## config.mk

```make
export PLATFORM = sky130hd
export DESIGN_NAME = product_acc
export DESIGN_NICKNAME = d
export VERILOG_FILES = /design/src/rtl/product_acc_pkg.sv /design/src/rtl/product_acc_acc_add_ovf.sv /design/src/rtl/product_acc.sv
export SDC_FILE = /design/constraint.sdc
export NUM_CORES = 1
export LEC_CHECK = 0
export ABC_AREA = 1
export CORE_MARGIN = 5
export CORE_UTILIZATION = 34
export DETAILED_ROUTE_END_ITERATION = 8
export HOLD_SLACK_MARGIN = 0.03
export SYNTH_ARGS = -nofsm -noshare
export SYNTH_HDL_FRONTEND = slang
export SYNTH_SLANG_ARGS = --single-unit
```

## constraint.sdc

```tcl
create_clock -name clk -period 3.95 [get_ports clk]
set_clock_uncertainty 0.1 [all_clocks]
set_input_delay 0.5925 -clock clk [delete_from_list [all_inputs] [get_ports clk]]
set_output_delay 0.5925 -clock clk [all_outputs]
set_load 0.01 [all_outputs]
```

## src/rtl/product_acc_pkg.sv

```systemverilog
// Shared definitions for the multiplier datapath: default widths and the
// block-accumulator state encoding.
package product_acc_pkg;

  localparam int P_W_DEF   = 64;
  localparam int ACC_W_DEF = 80;
  localparam int LEN_W_DEF = 8;

  typedef enum logic [1:0] {
    IDLE  = 2'd0,
    ACCUM = 2'd1,
    HOLD  = 2'd2
  } state_t;

endpackage

```

## src/rtl/product_acc_acc_add_ovf.sv

```systemverilog
// Combinational signed adder: sign-extends a P_W product onto an ACC_W
// accumulator and flags two's-complement overflow of the wrapped sum.
module acc_add_ovf #(
  parameter int P_W   = 64,
  parameter int ACC_W = 80
) (
  input  logic [ACC_W-1:0] a,
  input  logic [P_W-1:0]   p,
  output logic [ACC_W-1:0] sum,
  output logic             ovf
);

  logic [ACC_W-1:0] p_ext;

  assign p_ext = {{(ACC_W-P_W){p[P_W-1]}}, p};
  assign sum   = a + p_ext;
  // Overflow: both operands share a sign and the result's sign differs.
  assign ovf   = (a[ACC_W-1] == p_ext[ACC_W-1]) && (sum[ACC_W-1] != a[ACC_W-1]);

endmodule

```

## src/rtl/product_acc.sv

```systemverilog
// Block accumulator: sums len signed products from the multiplier and holds
// the result until the consumer takes it, with a sticky overflow flag.
module product_acc
  import product_acc_pkg::*;
#(
  parameter int P_W   = P_W_DEF,
  parameter int ACC_W = ACC_W_DEF,
  parameter int LEN_W = LEN_W_DEF
) (
  input  logic             clk,
  input  logic             rst_n,
  input  logic             start,
  input  logic [LEN_W-1:0] len,
  input  logic             p_valid,
  input  logic [P_W-1:0]   p_data,
  output logic             p_ready,
  output logic             acc_valid,
  output logic [ACC_W-1:0] acc_data,
  input  logic             acc_ready,
  output logic             ovf,
  output logic             busy
);

  state_t           state;
  logic [ACC_W-1:0] acc;
  logic [ACC_W-1:0] sum;
  logic [LEN_W-1:0] cnt;
  logic             add_ovf;

  acc_add_ovf #(
    .P_W   (P_W),
    .ACC_W (ACC_W)
  ) u_add (
    .a   (acc),
    .p   (p_data),
    .sum (sum),
    .ovf (add_ovf)
  );

  // NOTE: all state here is updated with non-blocking assignments so every
  // register samples the pre-edge values of the others.
  always_ff @(posedge clk or negedge rst_n) begin
    if (!rst_n) begin
      state     <= IDLE;
      acc       <= '0;
      cnt       <= '0;
      acc_valid <= 1'b0;
      acc_data  <= '0;
      ovf       <= 1'b0;
      p_ready   <= 1'b0;
      busy      <= 1'b0;
    end else begin
      unique case (state)
        IDLE: begin
          if (start) begin
            state   <= ACCUM;
            acc     <= '0;
            cnt     <= (len == '0) ? LEN_W'(1) : len;
            ovf     <= 1'b0;
            p_ready <= 1'b1;
            busy    <= 1'b1;
          end
        end
        ACCUM: begin
          if (p_valid) begin
            acc <= sum;
            cnt <= cnt - LEN_W'(1);
            if (add_ovf) ovf <= 1'b1;
            // Last product: publish the sum directly so it is valid one cycle later.
            if (cnt == LEN_W'(1)) begin
              state     <= HOLD;
              p_ready   <= 1'b0;
              acc_valid <= 1'b1;
              acc_data  <= sum;
            end
          end
        end
        HOLD: begin
          if (acc_ready) begin
            state     <= IDLE;
            acc_valid <= 1'b0;
            busy      <= 1'b0;
          end
        end
        default: begin
          state     <= IDLE;
          p_ready   <= 1'b0;
          acc_valid <= 1'b0;
          busy      <= 1'b0;
        end
      endcase
    end
  end

endmodule
```

==> report_table.html <==
<table>
<tr><th>Metric</th><th>Value</th></tr>
<tr><th colspan="2">CTS</th></tr>
<tr><td>Root Buffer Master</td><td>sky130_fd_sc_hd__clkbuf_16</td></tr>
<tr><td>CTS resizes</td><td>0</td></tr>
<tr><td>TritonCTS clock tree</td><td>done</td></tr>
<tr><td>H-tree depth</td><td>4</td></tr>
<tr><td>Clock latency of the later-clocked register in the worst-skew pair</td><td>0.47 ns</td></tr>
<tr><td>Reg clk slew, reported paths</td><td>0.07 ns</td></tr>
<tr><td>Post-CTS setup repair buffer count</td><td>0</td></tr>
<tr><td>Clock sinks</td><td>between 150 and 200</td></tr>
<tr><td>Clock buffers created by TritonCTS</td><td>17</td></tr>
<tr><td>Longest Clk Path Bufs</td><td>2</td></tr>
<tr><td>Number of hold buffers added after CTS</td><td>1</td></tr>
<tr><th colspan="2">Synthesis</th></tr>
<tr><td>Post-synthesis cell type count</td><td>between 40 and 50</td></tr>
<tr><td>Mapped Area</td><td>13400 um2</td></tr>
<tr><td>Leading register cell type out of synthesis</td><td>sky130_fd_sc_hd__dfrtp_1</td></tr>
<tr><td>Fraction of synthesis flops using an asynchronous set or reset pin</td><td>100%</td></tr>
<tr><td>YS warnings</td><td>0</td></tr>
<tr><td>Post-Synthesis Cells</td><td>2065</td></tr>
<tr><td>Average cell area after synthesis</td><td>6.51 um2</td></tr>
<tr><td>EDFF count, synth</td><td>0</td></tr>
<tr><td>Seq/Total Area, Yosys</td><td>about a third</td></tr>
<tr><td>Post-synthesis sequential element count</td><td>about 170</td></tr>
<tr><td>Post-synth net total</td><td>around 2.2k</td></tr>
<tr><th colspan="2">Layout</th></tr>
<tr><td>Synth-to-layout area growth</td><td>21.9%</td></tr>
<tr><td>Post-layout net count</td><td>2394</td></tr>
<tr><td>Ant diodes</td><td>0</td></tr>
<tr><td>Fraction of layout instances using a drive strength above 1</td><td>5.92%</td></tr>
<tr><td>Most common library cell in the layout ignoring fill and taps</td><td>sky130_fd_sc_hd__nand2_1</td></tr>
<tr><td>Final design area excluding fillers</td><td>~16000 um2</td></tr>
<tr><td>Number of fill cells</td><td>around 4.2k</td></tr>
<tr><td>Commonest non-fill, non-tap cells in the layout</td><td>733 x sky130_fd_sc_hd__nand2_1, 253 x sky130_fd_sc_hd__inv_1, 177 x sky130_fd_sc_hd__nor2_1, 174 x sky130_fd_sc_hd__dfrtp_1, 159 x sky130_fd_sc_hd__clkdlybuf4s50_1</td></tr>
<tr><th colspan="2">Outcome</th></tr>
<tr><td>Result of the run</td><td>complete, no violations</td></tr>
<tr><th colspan="2">Die</th></tr>
<tr><td>Area of the core region</td><td>38800 um2</td></tr>
<tr><td>Number of core rows</td><td>between 70 and 80</td></tr>
<tr><td>Effective utilization at floorplan</td><td>~35%</td></tr>
<tr><td>Die span in y</td><td>209 um</td></tr>
<tr><td>Width of the die</td><td>~210 um</td></tr>
<tr><td>Total Die Area</td><td>roughly 44000 um2</td></tr>
<tr><td>Total I/O pin count</td><td>about 160</td></tr>
<tr><th colspan="2">Route</th></tr>
<tr><td>First DRT Iteration DRCs</td><td>1047</td></tr>
<tr><td>Number of vias after detailed routing</td><td>roughly 14k</td></tr>
<tr><td>Routed wirelength normalized by instance count</td><td>roughly 20 um</td></tr>
<tr><td>Ratio of routed vias to standard cells</td><td>5.10</td></tr>
<tr><td>WL final</td><td>between 50000 and 60000 um</td></tr>
<tr><td>Iteration count of the initial detailed-routing pass</td><td>5</td></tr>
<tr><td>Number of antenna-violating nets in the routed design</td><td>0</td></tr>
<tr><td>Number of DRC violations after detailed routing</td><td>0</td></tr>
<tr><th colspan="2">Critical path</th></tr>
<tr><td>Worst EP arrival</td><td>3.62 ns</td></tr>
<tr><td>Nature of the critical path startpoint</td><td>input port</td></tr>
<tr><td>Data required time at the worst endpoint</td><td>4.20 ns</td></tr>
<tr><td>Critical Path End Type</td><td>flip-flop</td></tr>
<tr><td>Category of the critical setup timing path</td><td>input port to flip-flop</td></tr>
<tr><td>Worst-path maximum fanout</td><td>4</td></tr>
<tr><th colspan="2">Global routing</th></tr>
<tr><td>Antenna violations before repair</td><td>0</td></tr>
<tr><td>Global-route total usage across every layer</td><td>roughly 25%</td></tr>
<tr><td>Maximum number of pins on one net before global-route repair</td><td>between 60 and 70</td></tr>
<tr><td>Leftover overflow at the end of global routing</td><td>0</td></tr>
<tr><td>First-pass GRT wire length</td><td>between 80000 and 90000 um</td></tr>
<tr><td>Via count of the first global-routing pass</td><td>between 10k and 15k</td></tr>
<tr><th colspan="2">Hold path</th></tr>
<tr><td>Classification of the worst-slack hold path</td><td>flip-flop to flip-flop</td></tr>
<tr><th colspan="2">Timing</th></tr>
<tr><td>Post-layout minimum cycle time</td><td>between 3 and 4 ns</td></tr>
<tr><td>Final critical-path share of the clock period</td><td>85.1%</td></tr>
<tr><td>Final slew viol count</td><td>0</td></tr>
<tr><td>Final setup TNS</td><td>0 ns</td></tr>
<tr><td>Final setup viols</td><td>0</td></tr>
<tr><td>Number of failing hold endpoints at the final stage</td><td>0</td></tr>
<tr><td>Unrepaired setup endpoints after global routing</td><td>no</td></tr>
<tr><td>Slew @ Worst Pin</td><td>0.779 ns</td></tr>
<tr><td>Highest Clock Rate</td><td>~0.30 GHz</td></tr>
<tr><td>Tightest slew margin relative to the limit</td><td>~48%</td></tr>
<tr><th colspan="2">Pwr</th></tr>
<tr><td>Max IR drop VDD</td><td>between 300 and 400 uV</td></tr>
<tr><td>Power Dens Cells</td><td>~840 nW/um2</td></tr>
<tr><td>Tot Pwr</td><td>approximately 14000 uW</td></tr>
<tr><td>Static power due to leakage</td><td>about 0.0081 uW</td></tr>
<tr><th colspan="2">Job</th></tr>
<tr><td>Number of max-capacitance violations reported</td><td>0</td></tr>
<tr><th colspan="2">Placement</th></tr>
<tr><td>PortBufs</td><td>160</td></tr>
<tr><td>Estimated wirelength of the detail-placed design</td><td>approximately 45000 um</td></tr>
<tr><td>RD Place Congestion</td><td>between 1 and 1.5</td></tr>
<tr><td>Post-Place Cell Area</td><td>roughly 16000 um2</td></tr>
</table>
## cells by family after synthesis
logic type	Yosys count	synth area share [%]
adders and majority gates	82	7.69
xor gates and xnor gates	28	1.83
and+or+nand+nor	1154	36.1
buffers and inverters	301	8.63
DFF	174	32.4
AOI/OAI and AO/OA	326	13.3
## area by class of cell
cell class | count | area [um2] | area share, %
inverters | 266 | 1000 | 6.11
repair buffers | 186 | 1830 | 11.2
well taps | 518 | 648 | 3.96
clock inverters | 13 | 175 | 1.07
multi-input cells | 1590 | 7930 | 48.4
flip-flops and latches | 174 | 4350 | 26.6
clock buffers | 18 | 439 | 2.68
## per-layer routing
metal | track usage, % | up-vias | wire [um]
li1 | - | 6968 | -
met1 | 33.7 | 6634 | 25100
met2 | 41.1 | 420 | 25200
met3 | 4.45 | 70 | 2990
met4 | 7.54 | 0 | 1600
met5 | 0 | - | 0
## report_power, final
part	internal (uW)	leakage (uW)	switching (uW)
Clock	978	0.000299	867
Combinational	3110	0.00568	5520
Sequential	2660	0.00215	576
## cells in the mapped netlist (13+ instances only)
cell,instances,area [um2]
sky130_fd_sc_hd__nor2_1,178,668
sky130_fd_sc_hd__nand2_1,733,2750
sky130_fd_sc_hd__nor3_1,16,80.1
sky130_fd_sc_hd__inv_1,253,950
sky130_fd_sc_hd__nand2_2,16,100
sky130_fd_sc_hd__xor2_1,18,158
sky130_fd_sc_hd__o21bai_1,20,150
sky130_fd_sc_hd__buf_2,18,90.1
sky130_fd_sc_hd__inv_2,13,48.8
sky130_fd_sc_hd__nor2_2,21,131
sky130_fd_sc_hd__o21ai_1,41,205
sky130_fd_sc_hd__nand4_1,24,150
sky130_fd_sc_hd__o21ai_0,105,526
sky130_fd_sc_hd__dfrtp_1,174,4350
sky130_fd_sc_hd__a21oi_1,125,626
sky130_fd_sc_hd__nand3b_1,23,173
sky130_fd_sc_hd__nand3_1,119,596
sky130_fd_sc_hd__ha_1,81,1010
## sequential cells by signal, summed over array words and instances, names as in the netlist
| register | count |
|---|---|
| busy | 1 |
| acc_valid | 1 |
| p_ready | 1 |
| ovf | 1 |
| acc_data | 80 |
| state | 2 |
| cnt | 8 |
| acc | 80 |
## through the flow
step | hold slack, ns | std cells | worst slack [ns] | utilization [%]
floorplan | 0.197 | 2065 | 1.50 | -
global placement | 0.364 | 2733 | 0.0992 | 40.5
detailed placement | 0.363 | 2733 | 0.107 | 40.5
CTS | 0.384 | 2765 | 0.590 | 42.2
global route | 0.400 | 2765 | 0.374 | 42.2
finish | 0.380 | 2765 | 0.587 | 42.2
## final timing paths
check | startpoint | cells past startpoint | slack, ns | to
max reg2reg | acc[0] | 14 | 0.87 | acc_data[54]
min reg2reg | acc_data[38] | 2 | 0.38 | acc_data[38]
min | acc_data[38] | 2 | 0.38 | acc_data[38]
max in group asynchronous | rst_n | 3 | 2.32 | acc[70]
max | p_data[0] | 15 | 0.59 | acc_data[54]
min in group asynchronous | rst_n | 2 | 0.52 | acc_data[49]
## critical path, stage by stage
cell and delay (ns):
sky130_fd_sc_hd__clkdlybuf4s50_1 0.50, sky130_fd_sc_hd__ha_1 0.31, sky130_fd_sc_hd__inv_1 0.09, sky130_fd_sc_hd__fa_1 0.41, sky130_fd_sc_hd__nand3b_1 0.19, sky130_fd_sc_hd__nor2_1 0.18, sky130_fd_sc_hd__nor2_1 0.17, sky130_fd_sc_hd__o21ai_2 0.31
sky130_fd_sc_hd__nand2_1 0.08, sky130_fd_sc_hd__nand2_1 0.21, sky130_fd_sc_hd__nand2_1 0.14, sky130_fd_sc_hd__nand3_1 0.18, sky130_fd_sc_hd__nand2_1 0.10, sky130_fd_sc_hd__nand3_1 0.09, sky130_fd_sc_hd__nand2_1 0.06
Power figures use the tool's default switching activity.
